`config.mk`:
```
export PLATFORM = sky130hd
export DESIGN_NAME = wb_merge
export DESIGN_NICKNAME = d
export VERILOG_FILES = /design/src/rtl/wb_merge.sv
export SDC_FILE = /design/constraint.sdc
export NUM_CORES = 1
export LEC_CHECK = 0
export CORE_ASPECT_RATIO = 1.4
export CORE_UTILIZATION = 55
export CTS_CLUSTER_DIAMETER = 80
export DETAILED_ROUTE_END_ITERATION = 7
export DONT_BUFFER_PORTS = 1
export GPL_TIMING_DRIVEN = 0
export PLACE_DENSITY = 0.7
export SETUP_SLACK_MARGIN = 0.15
export SLEW_MARGIN = 15
export SYNTH_ARGS = -nofsm -noshare
export SYNTH_HDL_FRONTEND = slang
export SYNTH_SLANG_ARGS = --single-unit
```
`constraint.sdc`:
```
create_clock -name clk_i -period 7.1 [get_ports clk_i]
set_clock_uncertainty 0.2 [all_clocks]
set_input_delay 0.71 -clock clk_i [delete_from_list [all_inputs] [get_ports clk_i]]
set_output_delay 0.71 -clock clk_i [all_outputs]
set_load 0.005 [all_outputs]
```
`src/rtl/wb_merge.sv`:
```
// -----------------------------------------------------------------------------
// wb_merge
//   Writeback merge stage behind the execute units (port 0 = ALU, 1 = LSU,
//   2 = MUL/DIV). The execute units cannot be stalled once a result is
//   produced, so every result is captured into a small per-port FIFO. The FIFO
//   heads are arbitrated round-robin onto a single valid/ready result bus that
//   feeds the scoreboard/commit stage.
//
// Ports
//   clk_i        clock
//   rst_ni       synchronous, active-low reset
//   flush_ex_i   drop every buffered and same-cycle incoming result
//   wb_vld_i     per-port result valid (no backpressure)
//   wb_id_i      per-port trans_id, port i at [i*ADDR_BITS +: ADDR_BITS]
//   wb_data_i    per-port result, port i at [i*32 +: 32]
//   fifo_full_o  per-port FIFO holds DEPTH entries (issue stalls that unit)
//   wb_vld_o     merged result valid
//   wb_id_o      merged trans_id
//   wb_data_o    merged result
//   wb_src_o     source port of the presented result
//   wb_rdy_i     consumer accepts the presented result
//   overflow_o   sticky: a result arrived at a full FIFO and was dropped
//
// Handshake (valid/ready): a result transfers on every rising edge where
//   wb_vld_o && wb_rdy_i. Once wb_vld_o is high it stays high, and wb_id_o,
//   wb_data_o and wb_src_o stay stable, until that transfer edge. wb_vld_o
//   never depends combinationally on wb_rdy_i.
// -----------------------------------------------------------------------------
module wb_merge #(
   parameter int NUM_PORTS = 3,
   parameter int ADDR_BITS = 3,
   parameter int DEPTH     = 4
) (
   input  logic                           clk_i,
   input  logic                           rst_ni,
   input  logic                           flush_ex_i,
   input  logic [NUM_PORTS-1:0]           wb_vld_i,
   input  logic [NUM_PORTS*ADDR_BITS-1:0] wb_id_i,
   input  logic [NUM_PORTS*32-1:0]        wb_data_i,
   output logic [NUM_PORTS-1:0]           fifo_full_o,
   output logic                           wb_vld_o,
   output logic [ADDR_BITS-1:0]           wb_id_o,
   output logic [31:0]                    wb_data_o,
   output logic [$clog2(NUM_PORTS)-1:0]   wb_src_o,
   input  logic                           wb_rdy_i,
   output logic                           overflow_o
);

   localparam int SW  = $clog2(NUM_PORTS);
   localparam int SW1 = SW + 1;
   localparam int AW  = $clog2(DEPTH);
   localparam int PW  = AW + 1;
   localparam int EW  = ADDR_BITS + 32;

   localparam logic [PW-1:0]  DEPTH_P  = PW'(DEPTH);
   localparam logic [PW-1:0]  LAST_P   = PW'(DEPTH - 1);
   localparam logic [PW-1:0]  ONE_P    = PW'(1);
   localparam logic [SW1-1:0] NP_S     = SW1'(NUM_PORTS);
   localparam logic [SW-1:0]  LAST_SRC = SW'(NUM_PORTS - 1);
   localparam logic [SW-1:0]  ONE_S    = SW'(1);

   // Grant lock: OPEN lets the round-robin scan pick a port each cycle,
   // LOCKED pins the grant to lock_idx_q while the consumer is stalling.
   typedef enum logic {
      ST_OPEN   = 1'b0,
      ST_LOCKED = 1'b1
   } lock_state_t;

   lock_state_t                  state_q, state_d;
   logic [SW-1:0]                lock_idx_q, lock_idx_d;
   logic [SW-1:0]                rr_ptr_q;
   logic                         ovf_q;

   logic [NUM_PORTS-1:0]         empty;
   logic [NUM_PORTS-1:0]         full;
   logic [NUM_PORTS-1:0]         pop;
   logic [NUM_PORTS-1:0]         push_ok;
   logic [NUM_PORTS-1:0]         push_drop;
   logic [NUM_PORTS-1:0][EW-1:0] head;

   logic                         scan_vld;
   logic [SW-1:0]                scan_idx;
   logic [SW1-1:0]               cand;
   logic                         gnt_vld;
   logic [SW-1:0]                gnt_idx;
   logic                         handshake;

   // ---------------------------------------------------------------------------
   // Per-port FIFOs
   // ---------------------------------------------------------------------------
   for (genvar g = 0; g < NUM_PORTS; g++) begin : g_fifo
      logic [EW-1:0] mem [DEPTH];
      logic [PW-1:0] wr_ptr;
      logic [PW-1:0] rd_ptr;
      logic [PW-1:0] count;
      logic [AW-1:0] wr_idx;
      logic [AW-1:0] rd_idx;

      // Pointers only ever hold 0..DEPTH-1; the modulo keeps the index in
      // range even if that invariant were ever broken.
      assign wr_idx   = AW'(wr_ptr % DEPTH_P);
      assign rd_idx   = AW'(rd_ptr % DEPTH_P);

      assign empty[g] = (count == '0);
      assign full[g]  = (count == DEPTH_P);
      assign head[g]  = mem[rd_idx];

      assign pop[g]   = handshake && (gnt_idx == SW'(g));

      // A full FIFO still takes a result when its head leaves on the same
      // edge. Flush discards incoming results without flagging overflow.
      assign push_ok[g]   = wb_vld_i[g] && !flush_ex_i && (!full[g] || pop[g]);
      assign push_drop[g] = wb_vld_i[g] && !flush_ex_i && full[g] && !pop[g];

      always_ff @(posedge clk_i) begin
         if (!rst_ni || flush_ex_i) begin
            wr_ptr <= '0;
            rd_ptr <= '0;
            count  <= '0;
         end else begin
            if (push_ok[g]) begin
               wr_ptr <= (wr_ptr == LAST_P) ? '0 : wr_ptr + ONE_P;
            end
            if (pop[g]) begin
               rd_ptr <= (rd_ptr == LAST_P) ? '0 : rd_ptr + ONE_P;
            end
            case ({push_ok[g], pop[g]})
               2'b10:   count <= count + ONE_P;
               2'b01:   count <= count - ONE_P;
               default: count <= count;
            endcase
         end
      end

      // Storage needs no reset: an entry is only read while count says it
      // holds valid data.
      always_ff @(posedge clk_i) begin
         if (push_ok[g]) begin
            mem[wr_idx] <= {wb_id_i[g*ADDR_BITS +: ADDR_BITS], wb_data_i[g*32 +: 32]};
         end
      end
   end

   // ---------------------------------------------------------------------------
   // Round-robin scan: first non-empty FIFO at or above rr_ptr, with wrap.
   // Walking the offsets from highest to lowest lets the lowest offset
   // overwrite the result, so the closest port to rr_ptr wins.
   // ---------------------------------------------------------------------------
   always_comb begin
      scan_vld = 1'b0;
      scan_idx = '0;
      cand     = '0;
      for (int k = NUM_PORTS - 1; k >= 0; k--) begin
         cand = {1'b0, rr_ptr_q} + SW1'(k);
         if (cand >= NP_S) begin
            cand = cand - NP_S;
         end
         if (!empty[cand[SW-1:0]]) begin
            scan_vld = 1'b1;
            scan_idx = cand[SW-1:0];
         end
      end
   end

   // ---------------------------------------------------------------------------
   // Grant lock FSM: next state and grant selection
   // ---------------------------------------------------------------------------
   always_comb begin
      state_d    = state_q;
      lock_idx_d = lock_idx_q;
      gnt_vld    = scan_vld;
      gnt_idx    = scan_idx;

      // A locked port cannot have drained (only a handshake pops it), so the
      // grant stays valid for as long as the lock holds.
      if (state_q == ST_LOCKED) begin
         gnt_vld = 1'b1;
         gnt_idx = lock_idx_q;
      end

      handshake = gnt_vld && wb_rdy_i;

      if (flush_ex_i) begin
         state_d = ST_OPEN;
      end else if (gnt_vld && !wb_rdy_i) begin
         state_d    = ST_LOCKED;
         lock_idx_d = gnt_idx;
      end else begin
         state_d = ST_OPEN;
      end
   end

   always_ff @(posedge clk_i) begin
      if (!rst_ni) begin
         state_q    <= ST_OPEN;
         lock_idx_q <= '0;
      end else begin
         state_q    <= state_d;
         lock_idx_q <= lock_idx_d;
      end
   end

   // ---------------------------------------------------------------------------
   // Round-robin pointer and sticky overflow
   // ---------------------------------------------------------------------------
   always_ff @(posedge clk_i) begin
      if (!rst_ni) begin
         rr_ptr_q <= '0;
      end else if (handshake && !flush_ex_i) begin
         rr_ptr_q <= (gnt_idx == LAST_SRC) ? '0 : gnt_idx + ONE_S;
      end
   end

   always_ff @(posedge clk_i) begin
      if (!rst_ni) begin
         ovf_q <= 1'b0;
      end else if (|push_drop) begin
         ovf_q <= 1'b1;
      end
   end

   // ---------------------------------------------------------------------------
   // Outputs: decoded from registered state only, zero when nothing is granted
   // ---------------------------------------------------------------------------
   assign fifo_full_o = full;
   assign overflow_o  = ovf_q;
   assign wb_vld_o    = gnt_vld;
   assign wb_src_o    = gnt_vld ? gnt_idx : '0;
   assign wb_id_o     = gnt_vld ? head[gnt_idx][EW-1:32] : '0;
   assign wb_data_o   = gnt_vld ? head[gnt_idx][31:0] : '0;

endmodule

```
### Yosys cells after proc, flatten, opt, wreduce, memory -nomap -nowiden

Memories as Yosys holds them, arrays and structs flattened. A register that Yosys moved wholly into a read port is not among the register bits.
Cells that the tools add are included.

* equality and inequality tests: 17
* mux-type cells: 45
* reduce and logical (&&, ||, !) cells: 41
* bitwise operators: 2
* $add $sub $neg: 18
* magnitude comparators: 7

Operators by type and width (count)
* binary-select mux 35 bit (select 2 bit): 1
* two-way mux 35 bit: 1
* two-way mux 32 bit: 1
* two-way mux 2 bit: 15
* adder 3 x 1 -> 3 bit (second input constant): 9
* two-way mux 3 bit: 7
* equality test 3 x 2 -> 1 bit (second input constant): 6
* logical AND 1 bit: 18
* one-hot mux 3 bit (2 select lines): 3
* two-way mux 1 bit: 14
* less-than comparator 2 x 3 -> 1 bit (second input constant): 4
* equality test 3 bit (second input constant): 3
* logical NOT 1 bit: 9
* logical NOT 3 bit: 3
* subtractor 3 x 1 -> 3 bit (second input constant): 3
* equality test 2 x 1 -> 1 bit (second input constant): 4
* equality test 2 bit (second input constant): 4
* binary-select mux 1 bit (select 2 bit): 3
* greater-or-equal comparator 3 x 2 -> 1 bit (second input constant): 2
* nonzero test 2 bit: 3
* subtractor 2 bit (second input constant): 3
* logical OR 1 bit: 4
* adder 2 x 1 -> 3 bit (second input constant): 1
* adder 2 x 2 -> 3 bit (second input constant): 1
* 7 further kinds: 8

* memory bits (writable): 420
* memories: 3
* register bits: 33

Memories
* g_fifo[0].mem: depth 4, width 35, read ports 1, clocked after Yosys merged registers in 1, wr ports 1, line 92 `logic [EW-1:0] mem [DEPTH];`
* g_fifo[1].mem: depth 4, width 35, read ports 1, clocked after Yosys merged registers in 1, wr ports 1, line 92
* g_fifo[2].mem: depth 4, width 35, read ports 1, clocked after Yosys merged registers in 1, wr ports 1, line 92

### Depth between registers and ports, before layout

Gate-level depths: netlist (run 1).

* word-level depth: 15
* depth in mapped cells: 14

### Least setup slack after synthesis (run 1)

OpenSTA, ideal clock, no wires.

* path type: register -> register
* start: register rr_ptr_q[0]
* end: memory g_fifo[1].mem[0][0] in the netlist's numbering, enable pin
* cell stages (with the launch flop): 12
* slack: 3.430 ns
* data required time: 6.505 ns
* data arrival time: 3.075 ns
* clock period less this slack: 3.670 ns
* setup time: 0.395 ns
* buffers on the path: 2
* path through: dfxtp_1 -> inv_1 -> ha_1 -> buf_4 -> nor4b_2 -> a211oi_1 -> a31o_2 -> inv_1 -> buf_4 -> nand3_1 -> a21oi_2 -> and2_1

* word-level cells in the longest chain between the ends: 15
* elaborated cells between the ends (all ways): 32
* those cells by class: add/sub (5); order compare (3); eq/ne (1); mux (19); reduce/logical (4)

Ends and longest elaborated chain
* start: declaration: line 71 `logic [SW-1:0] rr_ptr_q;`
* start signal: assignment: line 210 `rr_ptr_q <= (gnt_idx == LAST_SRC) ? '0 : gnt_idx + ONE_S;`
* adder 2 x 2 -> 3 bit: line 154 `cand = {1'b0, rr_ptr_q} + SW1'(k);`
* greater-or-equal comparator 3 x 2 -> 1 bit / subtractor 2 bit (equally long branches): line 155, 156
* two-way mux 2 bit: line 155 `if (cand >= NP_S) begin`
* binary-select mux 1 bit (select 2 bit): line 158 `if (!empty[cand[SW-1:0]]) begin`
* two-way mux 1 bit (implied by the code): line 158
* two-way mux 2 bit / two-way mux 1 bit (equally long branches) (3 in a row): line 158
* two-way mux 2 bit / two-way mux 1 bit (equally long branches): line 176 `if (state_q == ST_LOCKED) begin`
* equality test 2 x 1 -> 1 bit / logical AND 1 bit (equally long branches): line 108, 181
* logical AND 1 bit (*): line 108 `assign pop[g] = handshake && (gnt_idx == SW'(g));`
* logical OR 1 bit (*): line 112 `assign push_ok[g] = wb_vld_i[g] && !flush_ex_i && (!full[g] || pop[g]);`
* logical AND 1 bit (*): line 112
* two-way mux 1 bit (*): line 138 `if (push_ok[g]) begin`
* two-way mux 1 bit (implied by the code) (*): line 139 `mem[wr_idx] <= {wb_id_i[g*ADDR_BITS +: ADDR_BITS], wb_data_i[g*32 +: 32]};`
* end: declaration: line 92

Every way passes the cells marked *; elsewhere a longest branch is shown, timed or not. The select of a mux whose other input is x is not followed.

### Final worst setup path (run 1)

* start: register rr_ptr_q[0]
* end: output wb_data_o[25]

* word-level cells in the longest chain between the ends: 12
* elaborated cells between the ends (all ways): 28
* those cells by class: add/sub (5); order compare (3); mux (20)

Ends and longest elaborated chain
* adder 2 x 2 -> 3 bit: line 154
* greater-or-equal comparator 3 x 2 -> 1 bit / subtractor 2 bit (equally long branches): line 155, 156
* two-way mux 2 bit: line 155
* binary-select mux 1 bit (select 2 bit): line 158
* two-way mux 1 bit (implied by the code): line 158
* two-way mux 2 bit (3 in a row): line 158
* two-way mux 2 bit: line 176
* binary-select mux 35 bit (select 2 bit): line 230 `assign wb_data_o = gnt_vld ? head[gnt_idx][31:0] : '0;`
* two-way mux 35 bit (implied by the code): line 230
* two-way mux 32 bit (*): line 230
* end: declaration: line 43 `output logic [31:0] wb_data_o,`

Marked as above.

==> summary.md, run 1 <==
| Metric | Value |
|---|---|
| Status | `complete, no violations` |
| Setup TNS | `0 ns` |
| ANT nets after route | `0` |
| EDFF count, synth | `420` |
| Standby leakage power | `6.31 nW` |
| Clk sinks | `459` |
| Die height | `218 um` |
| R2R cell count | `12` |
| Detailed placement HPWL | `26800 um` |
| Mapped Avg Cell Area | `19.0 um2` |
| Ys flop type | `edfxtp_1` |
| PD cells | `339 nW/um2` |
| Post-Syn Area | `18400 um2` |
| Required time of the critical path | `6.19 ns` |
| Int Pwr | `4.81 mW` |
| Post-Synth Adder-Cell Area | `0.0148` |
| Total Routing Usage GR | `0.241` |
| Max Cap Viol | `0` |
| Gate Count Post-Synth | `967` |
| DR iter-0 viols | `730` |
| Sequential share of power | `0.440` |
| Die Wd | `157 um` |
| Compound-cell area share of the yosys netlist | `0.0311` |
| Clk pwr share | `0.300` |
| CTS Hold Buffers Added | `0` |
| Max VDD drop | `0.294 mV` |
| I/O Buffers | `0` |
| Endpoints failing setup | `0` |
| Relative slew margins | `0.387` |
| Most frequent cells in the layout | `edfxtp_1 (420), mux4_2 (105), nand3_1 (49), mux2i_1 (49)` |
| Area contributors post-synth | `edfxtp_1 (69%), mux4_2 (13%), dfxtp_1 (4.2%)` |
| Vias | `9021` |
| Max-slew violation count | `0` |
| Share of total power in combinational logic | `0.260` |
| Net count, final | `1156` |
| First-pass GRT wire length | `58300 um` |
| Hold path cells | `1` |
| Switching share of total power | `0.307` |
| Starting Density | `0.563` |
| Ys Warns | `0` |
| Clock tree buffer depth | `3` |
| Most common cell after layout, fill and taps aside | `edfxtp_1` |
| Simple-gate share of the synthesized area | `0.0537` |
| Vias in the first global route | `9640` |
| CTS root buf | `clkbuf_16` |
| CTS buffer count | `43` |
| Core Box Area | `32700 um2` |
| Hold WS | `0.0470 ns` |
| Clock latency on the worst-skew pair | `0.54 ns` |
| Fmax | `215 MHz` |
| Post-synthesis register bit count | `459` |
| Post-CTS Resized | `0` |
| Setup CP Type | `reg -> out` |
| Std-Cell Rows | `78` |
| Crit-path max FO | `10` |
| Global-route track usage on met2 | `0.430` |
| GRT busiest layer | `met2` |
| Ports | `154` |
| Total Wirelength | `39600 um` |
| Layout cells sized above 1 | `0.198` |
| Crit share post-route | `0.655` |
| RSZ-0062 raised after global routing | `no` |
| Gpl congestion | `0.779` |
| R2R Setup Slk | `2.90 ns` |
| Fin. Hold Viols | `0` |
| Antenna cells | `0` |
| Top-area cell type share of the netlist area | `0.686` |
| Worst slew pin tran | `0.919 ns` |
| Syn nets | `1099` |
| Crit path time final | `4.65 ns` |
| Largest family of logic cells by synthesized area | `multiplexers` |
| Met3 GRT Util | `0.0557` |
| P_sw | `2.12 mW` |
| Post-CTS setup buffer count | `0` |
| Initial antenna violation count | `0` |
| Die area | `34200 um2` |
| CP arrival | `3.74 ns` |
| FFs w/ async S/R, synth | `0` |
| Register area share after synthesis | `0.728` |
| Mux contribution to synthesized area | `0.155` |
| Hold Path Class | `in -> reg` |
| Unique masters post-synth | `53` |
| Startpoint Class | `flop` |
| Via density per instance | `6.04` |
| Post-Synth XOR/XNOR Area | `0` |
| Largest net degree at the start of global routing | `25` |
| CTS tree | `built` |
| Yosys top cell by area | `edfxtp_1` |
| TritonRoute pass-1 iters | `5` |
| Layout Area Growth over Synthesis | `11.2%` |
| H-tree depth | `2` |
| GRT overflow | `0` |
| DRC viols | `0` |
| Met1 GRT Util | `0.287` |
| Wire length per cell | `26.5 um` |
| CP endpoint kind | `output pin` |
| CTS clk-pin slew, worst paths | `0.06 ns` |
-- cells in the mapped netlist, types with 2 or more instances --
cell	number
and2_1	40
buf_6	2
a21o_1	3
and3_1	11
buf_1	4
nor4_1	5
inv_1	21
edfxtp_1	420
nor2b_1	5
dfxtp_1	39
a21oi_1	13
nand2b_1	12
o21ai_0	40
or3_4	2
nor3_1	9
nand4_1	3
a211oi_1	3
nor2_1	10
mux4_2	105
buf_4	3
o311ai_1	2
nand2_1	22
o211ai_1	2
o31ai_1	3
o41ai_1	2
o21a_1	2
buf_2	10
nand3b_1	2
fa_1	3
nand3_1	49
clkbuf_1	33
ha_1	17
mux2i_1	49
o211a_1	2
-- per-layer routing --
layer / vias to the layer above / wire [um]
li1: 4007 / -
met3: 67 / 2720
met5: - / 0
met2: 276 / 20800
met4: 0 / 1120
met1: 4671 / 15000
-- worst paths after layout --
path | from | endpoint
setup / recovery | rr_ptr_q[0] | wb_data_o[25]
hold / removal | wb_rdy_i | state_q
hold reg to reg | g_fifo[2].rd_ptr[2] | g_fifo[2].rd_ptr[2]
setup reg to reg | rr_ptr_q[0] | g_fifo[1].mem[0][17]
-- power groups by stage --
stage	logic, mW	registers [mW]	clock network [mW]
after floorplan	1.24	3.10	0
after global placement	1.80	3.11	0
after detailed placement	1.83	3.11	0
after CTS	1.84	3.05	2.11
after global routing	1.95	3.05	2.20
final	1.80	3.05	2.08
-- critical path, cell delays in order, from the launching register on --
cell	delay [ns]
dfxtp_1	0.32
inv_1	0.08
ha_1	0.15
buf_4	0.17
nor4b_2	0.40
a211oi_1	0.14
a31o_2	0.34
inv_1	0.30
buf_4	0.29
clkbuf_1	0.55
o21ai_0	0.24
and2_1	0.22
-- registers in the layout, summed over array words and instances (netlist names), named ones only --
| name | cells |
|---|---|
| g_fifo.rd_ptr | 9 |
| overflow_o | 1 |
| g_fifo.wr_ptr | 9 |
| g_fifo.count | 9 |
| state_q | 1 |
| rr_ptr_q | 2 |
| lock_idx_q | 2 |
| g_fifo.mem | 420 |
-- kinds of logic after synthesis --
logic type | Yosys count
compound gates | 84
simple gates | 176
flops | 459
buf+inv | 74
mux | 154
fa+ha+maj | 20
-- area by class of cell --
cell class	instances	area, um2
Sequential cell	459	13400
Fill cell	2255	12200
Multi-Input combinational cell	434	4700
Clock buffer	57	1170
Tap cell	440	551
Timing Repair Buffer	12	240
Buffer	52	234
Inverter	22	82.6
Clock inverter	17	76.3
-- through the flow --
step	cells	util	power [mW]	cell area, um2	setup slack (ns)
after CTS	1493	0.626	6.99	20500	2.40
after detailed placement	1419	0.587	4.94	19200	2.94
after floorplan	967	-	4.34	18400	3.43
after global routing	1493	0.626	7.21	20500	2.25
after global placement	1407	0.580	4.91	18900	2.04
final	1493	0.626	6.93	20500	2.45
No activity file was read; power rests on OpenSTA's default activity.
==> run 2: changes to the inputs <==
Settings changed: PLACE_DENSITY 0.7 to 0.73.
Clock period 7.1 ns to 4.1 ns, I/O delays scaled along.
==> summary.md, run 2 (same netlist as run 1, synthesis figures left out) <==
| Metric | Value |
|---|---|
| Status | `complete, no violations` |
| RR Endpoint | `g_fifo[0].mem[2][8]` |
| Std-Cell Rows | `78 (unchanged)` |
| H-tree depth | `2 (unchanged)` |
| Initial antenna violation count | `8 (+8)` |
| CTS buffer count | `43 (unchanged)` |
| R2R Setup Slk | `0.25 ns (-2.65 ns)` |
| Net count, final | `1268 (+9.7%)` |
| Ports | `154 (unchanged)` |
| Standby leakage power | `6.97 nW (+11%)` |
| Die Wd | `157 um (unchanged)` |
| Wire length per cell | `24.7 um (-6.7%)` |
| Clock latency on the worst-skew pair | `0.54 ns (about the same)` |
| DR iter-0 viols | `809 (+11%)` |
| Detailed placement HPWL | `26800 um (-0.11%)` |
| Setup CP Type | `reg -> out` |
| ANT nets after route | `0 (unchanged)` |
| CP arrival | `3.25 ns (-0.49 ns)` |
| Crit path time final | `3.86 ns` |
| R2R cell count | `11 (-1)` |
| Clk sinks | `459 (unchanged)` |
| Max Cap Viol | `0 (unchanged)` |
| Worst r2r src | `rr_ptr_q[1]` |
| I/O Buffers | `0 (unchanged)` |
| Most frequent cells in the layout | `edfxtp_1 (420), dlygate4sd3_1 (108), mux4_2 (105)` |
| Layout Area Growth over Synthesis | `20.1%` |
| Crit path to | `wb_data_o[12]` |
| Clock tree buffer depth | `3 (unchanged)` |
| Required time of the critical path | `3.49 ns (-2.70 ns)` |
| CTS root buf | `clkbuf_16` |
| Starting Density | `0.563 (unchanged)` |
| Relative slew margins | `0.388 (+0.000802)` |
| DRC viols | `0 (unchanged)` |
| Most common cell after layout, fill and taps aside | `edfxtp_1` |
| Vias | `9584 (+6.2%)` |
| RSZ-0062 raised after global routing | `yes` |
| Worst slew pin tran | `0.916 ns (-0.00319 ns)` |
| TritonRoute pass-1 iters | `5 (unchanged)` |
| Total Routing Usage GR | `0.245 (+0.00394)` |
| CTS clk-pin slew, worst paths | `0.07 ns (about the same)` |
| Fmax | `259 MHz` |
| Hold Path Class | `in -> reg` |
| Via density per instance | `5.94 (-1.7%)` |
| Max VDD drop | `0.471 mV (+60%)` |
| Largest net degree at the start of global routing | `23 (-8.0%)` |
| Endpoints failing setup | `0 (unchanged)` |
| Die area | `34200 um2 (unchanged)` |
| Post-route cell area | `22100 um2 (+8.0%)` |
| GRT overflow | `0 (unchanged)` |
| First-pass GRT wire length | `60100 um (+3.1%)` |
| Layout cells sized above 1 | `0.212 (+0.0134)` |
| Die height | `218 um (unchanged)` |
| Startpoint Class | `flop` |
| CTS tree | `built` |
| Core Box Area | `32700 um2 (unchanged)` |
| Placed Area | `19300 um2 (+0.31%)` |
| Largest Register | `g_fifo.mem` |
| Worst setup slack after layout | `0.244 ns (-2.21 ns)` |
| Filler cells | `2115 (-6.2%)` |
| Place WS | `-0.0152 ns (-2.95 ns)` |
| Hold WS | `0.0281 ns (-0.0189 ns)` |
| Gpl congestion | `0.848 (+8.8%)` |
| Placed Cells | `1419 (unchanged)` |
| Hold path cells | `3 (+2)` |
| Max reg flops | `420 (unchanged)` |
| CP endpoint kind | `output pin` |
| PD cells | `590 nW/um2 (+74%)` |
| Fin. Hold Viols | `0 (unchanged)` |
| Crit share post-route | `0.941` |
| Cell Count, Final, Fillers Out | `1613 (+8.0%)` |
| Crit-path max FO | `11 (+1)` |
| Max-slew violation count | `0 (unchanged)` |
| Vias in the first global route | `10.0k (+4.2%)` |
| Crit path from | `rr_ptr_q[1]` |
| Total Wirelength | `39900 um (+0.78%)` |
| Setup TNS | `0 ns (unchanged)` |
==> run 2: worst min-delay path by stage <==
| stage | to | startpoint |
|---|---|---|
| 2_1_floorplan | g_fifo[0].wr_ptr[2] | g_fifo[0].wr_ptr[2] |
| 3_3_place_gp | g_fifo[1].wr_ptr[2] | g_fifo[1].wr_ptr[2] |
| 3_5_place_dp | g_fifo[0].wr_ptr[2] | g_fifo[0].wr_ptr[2] |
| 4_1_cts | g_fifo[2].count[2] | rst_ni |
| 5_1_grt | g_fifo[0].count[2] | rst_ni |
| 6_report | g_fifo[2].count[2] | rst_ni |
==> run 2: power by group <==
part / leakage [nW] / switching [mW] / internal, mW
clock network: 0.709 / 1.64 / 2.50
registers: 4.13 / 0.0520 / 5.23
logic: 2.13 / 2.22 / 1.40
==> run 2: critical path: stages, from the launching register on <==
cell,delay [ns]
dfxtp_1,0.34
inv_1,0.09
ha_1,0.16
buf_4,0.17
nor4_2,0.07
a221o_1,0.42
o21a_4,0.28
inv_4,0.13
buf_12,0.18
buf_12,0.16
mux2i_2,0.36
o21ai_0,0.13
and2_1,0.19
==> run 2: stage by stage <==
| stage | util | power [mW] |
|---|---|---|
| 2_1_floorplan | - | 7.51 |
| 3_3_place_gp | 0.580 | 8.52 |
| 3_5_place_dp | 0.589 | 8.56 |
| 4_1_cts | 0.672 | 13.0 |
| 5_1_grt | 0.675 | 13.5 |
| 6_report | 0.676 | 13.0 |
==> run 2: layout make-up <==
type / instances / area [um2] / share of cell area
sequential: 459 / 13400 / 0.606
multi-input combinational: 434 / 4860 / 0.220
timing repair buffer: 125 / 1440 / 0.0650
clock buffer: 59 / 1210 / 0.0547
tap: 440 / 551 / 0.0249
buffer: 51 / 275 / 0.0125
clock inverter: 16 / 260 / 0.0118
inverter: 22 / 88.8 / 0.00402
antenna: 7 / 17.5 / 0.000793
==> run 2: metal layers <==
layer / global-route usage / vias up / routed length (um)
met5: 0 / - / 25
met4: 0.105 / 4 / 1690
met3: 0.0395 / 83 / 1960
met2: 0.429 / 312 / 21100
met1: 0.302 / 4943 / 15200
li1: - / 4242 / -
==> run 2: timing repair <==
item / 4_1_cts / 5_1_grt
gates cloned: 0 / 1
gates resized for setup: 30 / 37
buffers inserted: 2 / 2
endpoints found under the hold margin: 426 / 0
hold buffers: 108 / 0
setup endpoints to repair: 147 / 190
